--- config.mk ---
export PLATFORM = sky130hd
export DESIGN_NAME = lut_ram_arbiter
export DESIGN_NICKNAME = d
export VERILOG_FILES = /design/src/rtl/lut_ram_arbiter_pkg.sv /design/src/rtl/lut_ram_arbiter_rr_arbiter2.sv /design/src/rtl/lut_ram_arbiter.sv
export SDC_FILE = /design/constraint.sdc
export NUM_CORES = 1
export LEC_CHECK = 0
export CORE_ASPECT_RATIO = 0.6
export CORE_MARGIN = 2
export CORE_UTILIZATION = 41
export DETAILED_ROUTE_END_ITERATION = 12
export PLACE_DENSITY = 0.82
export SLEW_MARGIN = 20
export SYNTH_ARGS = -nofsm -noshare
export SYNTH_HDL_FRONTEND = slang
export SYNTH_HIERARCHICAL = 1
export SYNTH_SLANG_ARGS = --single-unit
--- constraint.sdc ---
create_clock -name clk -period 2.5 [get_ports clk]
set_clock_uncertainty 0.05 [all_clocks]
set_input_delay 0.75 -clock clk [delete_from_list [all_inputs] [get_ports clk]]
set_output_delay 0.75 -clock clk [all_outputs]
set_load 0.05 [all_outputs]
--- src/rtl/lut_ram_arbiter_pkg.sv ---
// Shared types for the two-requester LUT RAM arbiter: FSM states, requester ids
// and the captured request record.
package lut_ram_arb_pkg;

    localparam int ARB_ADDR_W = 16;
    localparam int ARB_DATA_W = 16;

    typedef enum logic [1:0] {
        IDLE   = 2'd0,
        ACCESS = 2'd1,
        RESP   = 2'd2
    } state_t;

    typedef enum logic {
        BUS = 1'b0,
        USR = 1'b1
    } req_id_t;

    typedef struct packed {
        logic                  we;
        logic [ARB_ADDR_W-1:0] addr;
        logic [ARB_DATA_W-1:0] wdata;
    } req_t;

    // Grant vector layout is {usr, bus}.
    function automatic logic [1:0] id2onehot(input req_id_t id);
        return (id == USR) ? 2'b10 : 2'b01;
    endfunction

endpackage

--- src/rtl/lut_ram_arbiter_rr_arbiter2.sv ---
// Two-way round-robin arbiter. The grant is combinational; last_grant only moves
// when the owner accepts a request (advance_i).
module rr_arbiter2
    import lut_ram_arb_pkg::*;
(
    input  logic       clk,
    input  logic       rst_n,
    input  logic [1:0] req_i,
    input  logic       advance_i,
    output logic [1:0] gnt_o,
    output req_id_t    win_o
);

    req_id_t last_q, last_d;

    always_comb begin
        win_o  = BUS;
        last_d = last_q;
        if (req_i == 2'b11)
            win_o = (last_q == BUS) ? USR : BUS;
        else if (req_i[1])
            win_o = USR;
        gnt_o = (req_i != 2'b00) ? id2onehot(win_o) : 2'b00;
        if (advance_i && (req_i != 2'b00))
            last_d = win_o;
    end

    // Reset to USR so the host bus wins the first contested cycle.
    always_ff @(posedge clk or negedge rst_n) begin
        if (!rst_n) last_q <= USR;
        else        last_q <= last_d;
    end

endmodule

--- src/rtl/lut_ram_arbiter.sv ---
// Shares one single-port registered-output LUT RAM between the host bus and user
// logic; one transaction at a time, fixed IDLE -> ACCESS -> RESP sequence.
module lut_ram_arbiter
    import lut_ram_arb_pkg::*;
#(
    parameter int ADDR_WIDTH = ARB_ADDR_W,
    parameter int DATA_WIDTH = ARB_DATA_W,
    parameter int DEPTH      = 64,
    localparam int RAM_AW    = $clog2(DEPTH)
) (
    input  logic                  clk,
    input  logic                  rst_n,

    input  logic                  bus_req_valid,
    output logic                  bus_req_ready,
    input  logic                  bus_req_we,
    input  logic [ADDR_WIDTH-1:0] bus_req_addr,
    input  logic [DATA_WIDTH-1:0] bus_req_wdata,
    output logic                  bus_rsp_valid,
    output logic [DATA_WIDTH-1:0] bus_rsp_rdata,
    output logic                  bus_rsp_err,

    input  logic                  usr_req_valid,
    output logic                  usr_req_ready,
    input  logic                  usr_req_we,
    input  logic [ADDR_WIDTH-1:0] usr_req_addr,
    input  logic [DATA_WIDTH-1:0] usr_req_wdata,
    output logic                  usr_rsp_valid,
    output logic [DATA_WIDTH-1:0] usr_rsp_rdata,
    output logic                  usr_rsp_err,

    output logic [RAM_AW-1:0]     ram_addr,
    output logic [DATA_WIDTH-1:0] ram_wdata,
    output logic                  ram_we,
    input  logic [DATA_WIDTH-1:0] ram_rdata,

    output logic [1:0]            grant,
    output logic                  busy
);

    localparam logic [ADDR_WIDTH:0] DEPTH_W = (ADDR_WIDTH+1)'(DEPTH);

    state_t  state_q, state_d;
    req_t    req_q, req_d;
    req_id_t owner_q, owner_d;

    logic [1:0]            arb_gnt;
    req_id_t               arb_win;
    logic                  accept;
    logic                  in_range;
    logic [DATA_WIDTH-1:0] rsp_rdata;

    assign accept = (state_q == IDLE) && (bus_req_valid || usr_req_valid);

    rr_arbiter2 u_arb (
        .clk       (clk),
        .rst_n     (rst_n),
        .req_i     ({usr_req_valid, bus_req_valid}),
        .advance_i (accept),
        .gnt_o     (arb_gnt),
        .win_o     (arb_win)
    );

    // Range check looks at every address bit so aliases above DEPTH are rejected.
    assign in_range  = ({1'b0, req_q.addr} < DEPTH_W);
    assign rsp_rdata = (!req_q.we && in_range) ? ram_rdata : '0;

    always_comb begin
        state_d       = state_q;
        req_d         = req_q;
        owner_d       = owner_q;
        bus_req_ready = 1'b0;
        usr_req_ready = 1'b0;
        bus_rsp_valid = 1'b0;
        bus_rsp_rdata = '0;
        bus_rsp_err   = 1'b0;
        usr_rsp_valid = 1'b0;
        usr_rsp_rdata = '0;
        usr_rsp_err   = 1'b0;
        ram_addr      = '0;
        ram_wdata     = '0;
        ram_we        = 1'b0;
        grant         = 2'b00;
        busy          = (state_q != IDLE);

        case (state_q)
            IDLE: begin
                bus_req_ready = arb_gnt[0];
                usr_req_ready = arb_gnt[1];
                if (accept) begin
                    owner_d = arb_win;
                    if (arb_win == USR)
                        req_d = '{we: usr_req_we, addr: usr_req_addr, wdata: usr_req_wdata};
                    else
                        req_d = '{we: bus_req_we, addr: bus_req_addr, wdata: bus_req_wdata};
                    state_d = ACCESS;
                end
            end
            ACCESS: begin
                grant     = id2onehot(owner_q);
                ram_addr  = req_q.addr[RAM_AW-1:0];
                ram_wdata = req_q.wdata;
                ram_we    = req_q.we && in_range;
                state_d   = RESP;
            end
            RESP: begin
                grant = id2onehot(owner_q);
                if (owner_q == USR) begin
                    usr_rsp_valid = 1'b1;
                    usr_rsp_rdata = rsp_rdata;
                    usr_rsp_err   = !in_range;
                end else begin
                    bus_rsp_valid = 1'b1;
                    bus_rsp_rdata = rsp_rdata;
                    bus_rsp_err   = !in_range;
                end
                state_d = IDLE;
            end
            default: state_d = IDLE;
        endcase
    end

    // Reset drops straight to IDLE, so ram_we and any pending response vanish at once.
    always_ff @(posedge clk or negedge rst_n) begin
        if (!rst_n) begin
            state_q <= IDLE;
            req_q   <= '0;
            owner_q <= BUS;
        end else begin
            state_q <= state_d;
            req_q   <= req_d;
            owner_q <= owner_d;
        end
    end

endmodule

; Yosys cells after proc, flatten, opt, wreduce, memory -nomap -nowiden
; Index checks and enable logic that the tools add are counted.
[totals]
reg_bits = 37
input_bits = 86
elab_cells = 51
[op_classes]
n_reduce_logical = 12
mux = 28
n_eq_ne = 4
order_cmp = 1
[ops]
columns = op, n
row1 = $mux W16, 6
row2 = $mux W33, 1
row3 = $lt A16 B7 Y1 const B, 1
row4 = $mux W1, 14
row5 = $mux W2, 5
row6 = $mux W6, 1
row7 = $eq A2 B2 Y1 const B, 2
row8 = $logic_and A1 B1 Y1, 4
row9 = $pmux W2 S2, 1
row10 = $reduce_bool A2 Y1, 2
row11 = $eq A2 B1 Y1 const B, 1
row12 = $logic_not A1 Y1, 2
row13 = $logic_not A2 Y1, 1
row14 = $ne A2 B1 Y1 const B, 1
row15 = $reduce_and A2 Y1, 1
row16 = $reduce_or A2 Y1, 1
row17 = $logic_or A1 B1 Y1, 1

; Logic depth before layout (Yosys ltp)
; Gate-level depths: netlist of run 1.
[logic_depth]
word_depth = 5
mapped_depth = 7

; Modules after synthesis
; The synthesis of run 1 kept the hierarchy.
[modules_own_cells]
columns = module, seq_area_each_um2, instances, cells_each, area_each_um2
row1 = lut_ram_arbiter, 900.9, 1, 246, 2890.3
row2 = rr_arbiter2, 26.3, 1, 7, 63.8

; Worst setup path before layout of run 1
; OpenSTA, ideal clock, no wires.
[synth_timing]
kind = flip-flop to output port
startpoint = register state_q[0]
endpoint = output bus_rsp_rdata[15]
path_buffers = 0
stages_incl_launch_ff = 5
path_slack_ns = -0.930
t_required_ns = 1.700
arrival_time_ns = 2.630
path_cell_list = dfrtp_1 inv_1 ha_1 or4bb_1 nor4_1
[synth_between]
elab_chain_len = 2
[synth_lines]
columns = item, line_no
row1 = "start, declared", lut_ram_arbiter.sv:43  ; state_t state_q, state_d;
row2 = "start signal, assigned", lut_ram_arbiter.sv:130  ; state_q <= state_d;
row3 = $eq A2 B2 Y1, lut_ram_arbiter.sv:86  ; case (state_q)
row4 = $mux W16, lut_ram_arbiter.sv:86
row5 = "end, declared", lut_ram_arbiter.sv:20  ; output logic [DATA_WIDTH-1:0] bus_rsp_rdata,
; Every way passes these cells.

; Worst setup path in the final report of run 1
[layout_timing]
startpoint = register state_q[0]
endpoint = output bus_rsp_rdata[10]
; The elaborated chain is that of the path after synthesis.

==> results of run 1 <==
==> logic make-up after synthesis <==
logic type                 count (synthesis)
buffers and inverters                     36
adders and majority gates                  5
and+or+nand+nor                           98
muxes                                     69
AOI/OAI and AO/OA                          8
DFF                                       37
==> cell type report <==
class | instances | area share, %
clock buffer | 7 | 2.33
tap | 87 | 1.78
inverter | 4 | 0.245
multi-input combinational | 180 | 37.2
timing repair buffer | 199 | 43.3
sequential | 37 | 15.1
==> worst max path at each step <==
stage	startpoint	to	slack, ns	cells after the start
after global placement	ram_rdata[12]	bus_rsp_rdata[12]	-0.58	4
after CTS	state_q[0]$_DFFE_PN0P_	bus_rsp_rdata[13]	-0.34	7
after floorplan	req_q[22]$_DFFE_PN0P_	ram_we	-0.29	3
final	state_q[0]$_DFFE_PN0P_	bus_rsp_rdata[10]	-0.40	7
after detailed placement	ram_rdata[13]	bus_rsp_rdata[13]	-0.62	4
after global routing	state_q[0]$_DFFE_PN0P_	bus_rsp_rdata[10]	-0.45	7
==> worst max-delay path: cells and delay by family, from the launching register on <==
kind                     cells  cell delay, ns
buffers and inverters        4            0.50
adder cells (fa/ha/maj)      1            0.15
AND/OR/NAND/NOR              2            0.75
flip-flops                   1            0.40
==> routing by layer <==
layer	vias up	part of all wire [%]
met4	0	1.2
met1	1522	43
met3	17	4.7
li1	1307	-
met5	-	0
met2	102	52
==> state kept, by name (all words and copies together) (netlist names) <==
signal        cells
u_arb/last_q      1
state_q           2
req_q            33
owner_q           1
==> cells in the mapped netlist <==
cell | number | area share (%)
inv_1 | 4 | 0.51
and2_1 | 26 | 5.5
o31a_1 | 2 | 0.59
mux2_2 | 69 | 26
clkbuf_1 | 10 | 1.3
nand4b_1 | 16 | 4.7
buf_6 | 7 | 2.7
nand2_1 | 1 | 0.13
o21a_1 | 1 | 0.25
or2_2 | 1 | 0.21
a21boi_0 | 2 | 0.51
dfrtp_1 | 36 | 30
a31oi_1 | 1 | 0.21
nor4_2 | 30 | 13
ha_1 | 5 | 2.1
dfstp_2 | 1 | 0.89
or4_4 | 1 | 0.38
or4bb_1 | 16 | 6.1
nor4_1 | 3 | 0.64
a21oi_1 | 1 | 0.17
buf_1 | 3 | 0.38
a21boi_1 | 1 | 0.25
or4_1 | 1 | 0.25
buf_2 | 12 | 2.0
nor2b_1 | 2 | 0.42
nor3b_1 | 1 | 0.25
==> metrics by stage <==
step / cells / TNS, ns
6_report: 514 / -11.98
2_1_floorplan: 253 / -5.66
4_1_cts: 508 / -9.75
5_1_grt: 514 / -13.43
3_3_place_gp: 488 / -12.03
3_5_place_dp: 488 / -14.08
==> repair_timing <==
item                                    4_1_cts  5_1_grt
resized for setup                            54       17
cloned                                        1        3
hold buffers                                  0        0
pin swaps                                    36       28
buffers inserted                             12        6
hold endpoints to repair                      0        0
endpoints found under the setup margin       57       41
==> power groups by stage <==
stage / clock, uW / combinational, uW / sequential, uW
2_1_floorplan: 0 / 2500 / 1030
3_3_place_gp: 0 / 3990 / 1070
3_5_place_dp: 0 / 4100 / 1100
4_1_cts: 626 / 4390 / 1100
5_1_grt: 673 / 4860 / 1160
6_report: 639 / 4680 / 1130
==> impl_metrics.yaml, run 1 <==
logic_synthesis:
  yosys_warnings: 6
  synthAdderAreaFrac_pct: 2.12
  ys_types: 26
  ys_ff_latch: 37
  synthSimpleGateAreaFrac_pct: 31.3
  synthesis.nets: 344
  yosys.area_share.xor_xnor_pct: 0
  synth_area_sq_mm: 0.00295
  synth_top_family_by_area: "simple AND/OR/NAND/NOR gates"
  yosysSeqAreaShare_pct: 31.4
  muxShareOfSynthArea_pct: 26.3
  netlist_instances: 253
  syn_area_per_cell_sq_um: 11.7
  synth-compound-area-share_pct: 1.99
detailed_routing:
  via_count: 2948
  drt-wirelength-per-cell_um: 24.1
  antenna_left: 0
  drc: 0
  first_pass_iters: 5
  wl_um: 12400
  avgViaCountPerCell: 5.74
  drt_iter0_markers: 153
critical_path:
  path_cells: "inv_2, ha_4, buf_12, buf_8, or4bb_4, nor4_4, buf_12"
  crit_top_cell: "buf_12"
  cp_slowest_stage_delay_ns: 0.47
  cp-end-kind: "output port"
  r2r-start: "state_q[1]$_DFFE_PN0P_"
  crit_arrival_ns: 2.10
  rrSetupSlack_ns: 0.53
  cp.required_ns: 1.70
  cp-start-kind: "flop"
  crit_fanout: 6
  path_class: "reg -> out"
  r2r_cells: 6
  worstReg2RegEnd: "req_q[26]$_DFFE_PN0P_"
  crit_slowest_cell: "or4bb_4"
timing:
  hold_viol: 0
  fin_ws_ns: -0.400
  fin_crit_sh_pct: 116
  finalCriticalPeriod_ns: 2.90
  setup_violations: 35
  timing_worst_slew_pin_value_ns: 0.848
  drv_slew: 0
  fmax_mhz: 345
  relSlewSlack_pct: 43.5
  rsz0062_at_grt: "yes"
  whs_ns: 0.455
grt:
  top_usage_layer: "met2"
  grt_use_met3_pct: 5.59
  gr-usage-met2_pct: 48.5
  grt-ovfl-total: 0
  use_met1_pct: 34.1
  grt_pass1_vias: 3162
  grt_antenna_before_repair: 0
  grt_use_total_pct: 27.2
  grt_max_degree: 38
  grt_pass1_wl_um: 17000
finish:
  antenna_cells: 0
  final_common_cell: "mux2_2"
  area_growth_pct: 108
  multi_input_area_sq_mm: 0.00228
  seq_area_sq_um: 927
  drive_above_1_share_pct: 61.1
  fin_area_sq_mm: 0.00613
  n_fill_cell: 264
  layout_common_cells: "mux2_2, buf_12, clkdlybuf4s50_1"
  nets: 518
  final_util_pct: 89.9
floorplanning:
  die_y_um: 69.8
  rows: 23
  die_x_um: 114
  start_util_pct: 43.3
  boundaryPins: 150
  core-area_sq_mm: 0.00682
  dieArea_sq_mm: 0.00792
worst_hold_path:
  hold_end: "req_q[12]$_DFFE_PN0P_"
  hold_path_depth: 1
  hold_path.class: "reg -> reg"
  min_from: "req_q[12]$_DFFE_PN0P_"
power:
  total_power_uw: 6460
  irDropWorstVdd_mv: 1.09
  switching_share_pct: 45.2
  powerDensity_mw_per_mm2: 1050
  p_int_uw: 3540
  leakagePower_uw: 0.00261
  netSwitchingPower_uw: 2920
  power_frac_comb_pct: 72.5
  clockPowerShare_pct: 9.9
  power_frac_seq_pct: 17.6
clock_tree:
  clock_latency_ns: 0.28
  root_buffer: "clkbuf_16"
  cts_tree: "built"
  path_clk_slew_ns: 0.06
  clock_sinks: 37
  clk_path_buf_depth: 2
  numCtsBuffers: 5
  htree_num_levels: 2
placement:
  dp_slack_ns: -0.617
  port_buffers: 149
  dpl.hpwl_um: 7390
  gp_congestion: 0.836
  dpl-instance-area_sq_mm: 0.00563
run:
  max-cap-violations: 0
status:
  violations: "negative setup slack"
  status: "finished, violations left"
(Power assumes the default switching activity.)
==> inputs of run 2 (changes only) <==
Settings changed: MAX_ROUTING_LAYER set to met4.
==> run 2 against run 1 <==
Effect of this change:
- the run still ends with negative setup slack left
- via count is 1.1% lower
- register-to-register slack hardly changed
- cell count is 0.19% lower
- highest routed layer unchanged
- non-clock buffer count is 1 lower
==> impl_metrics.yaml, run 2 (synthesized netlist as in run 1, its figures left out) <==
status:
  status: "finished, violations left"
  violations: "negative setup slack"
power:
  leakagePower_uw: 0.00260
  powerDensity_mw_per_mm2: 1040
  irDropWorstVdd_mv: 1.04
  total_power_uw: 6380
floorplanning:
  rows: 23
  die_y_um: 69.8
  die_x_um: 114
  core-area_sq_mm: 0.00682
  start_util_pct: 43.3
  dieArea_sq_mm: 0.00792
  boundaryPins: 150
critical_path:
  cp.required_ns: 1.70
  crit_arrival_ns: 2.13
  path_class: "reg -> out"
  cp-end-kind: "output port"
  crit_fanout: 6
  cp-start-kind: "flop"
clock_tree:
  clock_sinks: 37
  cts_tree: "built"
  clk_path_buf_depth: 2
  htree_num_levels: 2
  clock_latency_ns: 0.28
  numCtsBuffers: 5
  root_buffer: "clkbuf_16"
  cts_hold_buf: 0
  path_clk_slew_ns: 0.06
detailed_routing:
  first_pass_iters: 4
  avgViaCountPerCell: 5.68
  drc: 0
  via_count: 2916
  drt_iter0_markers: 135
  wl_um: 11700
  drt-wirelength-per-cell_um: 22.9
  antenna_left: 0
finish:
  drive_above_1_share_pct: 60.8
  multi_input_area_sq_mm: 0.00228
  regMostFlops: "req_q"
  n_fill_cell: 265
  antenna_cells: 0
  nets: 517
  seq_area_sq_um: 927
  area_growth_pct: 107
  largest_reg_flops: 33
  final_common_cell: "mux2_2"
  top_regs: "req_q x33, state_q x2"
  layout_common_cells: "mux2_2, buf_12, clkdlybuf4s50_1"
timing:
  setup_violations: 35
  relSlewSlack_pct: 44.9
  fmax_mhz: 341
  setup_tns_ns: -11.60
  rsz0062_at_grt: "yes"
  fin_ws_ns: -0.432
  finalCriticalPeriod_ns: 2.93
  hold_viol: 0
  fin_crit_sh_pct: 117
  timing_worst_slew_pin_value_ns: 0.827
  drv_slew: 0
grt:
  grt-ovfl-total: 0
  grt_pass1_vias: 3169
  grt_max_degree: 38
  grt_pass1_wl_um: 17000
  gr-usage-met2_pct: 48.4
  top_usage_layer: "met2"
  use_met1_pct: 34.7
  grt_use_met3_pct: 5.33
  grt_use_total_pct: 28.1
  grt_antenna_before_repair: 0
worst_hold_path:
  hold_path.class: "reg -> reg"
placement:
  port_buffers: 149
  dp_slack_ns: -0.617
  dpl.hpwl_um: 7390
  gp_congestion: 0.849
run:
  max-cap-violations: 0
==> run 2: worst paths after layout <==
check | start | endpoint | slack, ns | cells past startpoint
max in group asynchronous | rst_n | req_q[28]$_DFFE_PN0P_ | 1.36 | 1
hold reg to reg | req_q[18]$_DFFE_PN0P_ | req_q[18]$_DFFE_PN0P_ | 0.45 | 1
setup reg to reg | state_q[1]$_DFFE_PN0P_ | req_q[26]$_DFFE_PN0P_ | 0.53 | 6
min in group asynchronous | rst_n | req_q[17]$_DFFE_PN0P_ | 0.52 | 1
setup / recovery | req_q[29]$_DFFE_PN0P_ | usr_rsp_rdata[6] | -0.43 | 5
hold / removal | req_q[18]$_DFFE_PN0P_ | req_q[18]$_DFFE_PN0P_ | 0.45 | 1
==> run 2: report_power, final <==
group	internal, uW	switching, uW	total (uW)
registers	919	202	1120
clock network	392	245	637
logic	2210	2410	4620
total	3520	2860	6380
==> run 2: repair_timing <==
item / 4_1_cts / 5_1_grt
pin swaps: 36 / 26
resized for setup: 54 / 16
gates cloned: 1 / 3
endpoints found under the setup margin: 57 / 44
buffers inserted: 12 / 5
==> run 2: layout make-up <==
class | instances | share of cell area (%)
clock buffers | 7 | 2.33
inverters | 4 | 0.245
multi-input cells | 180 | 37.2
flip-flops and latches | 37 | 15.1
well taps | 87 | 1.78
repair buffers | 198 | 43.3
==> run 2: stage by stage <==
step / hold WS [ns] / area [sq um] / instances / util [%]
detailed placement: 0.440 / 5630 / 488 / 82.6
floorplan: 0.404 / 3300 / 253 / -
global placement: 0.431 / 5630 / 488 / 82.6
finish: 0.451 / 6120 / 513 / 89.8
CTS: 0.453 / 6000 / 508 / 87.9
global route: 0.476 / 6120 / 513 / 89.8
==> run 2: metal layers <==
metal / vias up / part of all wire, % / routed length (um)
met5: - / 0 / 0
met1: 1492 / 43 / 5020
met4: 0 / 1.4 / 161
met3: 16 / 4.4 / 513
met2: 101 / 52 / 6050
li1: 1307 / - / -
==> run 2: critical path, cell delays in order (launching register included) <==
cell     delay [ns]
dfrtp_1        0.38
or4_4          0.63
buf_4          0.18
buf_6          0.13
nor4_4         0.34
buf_12         0.19
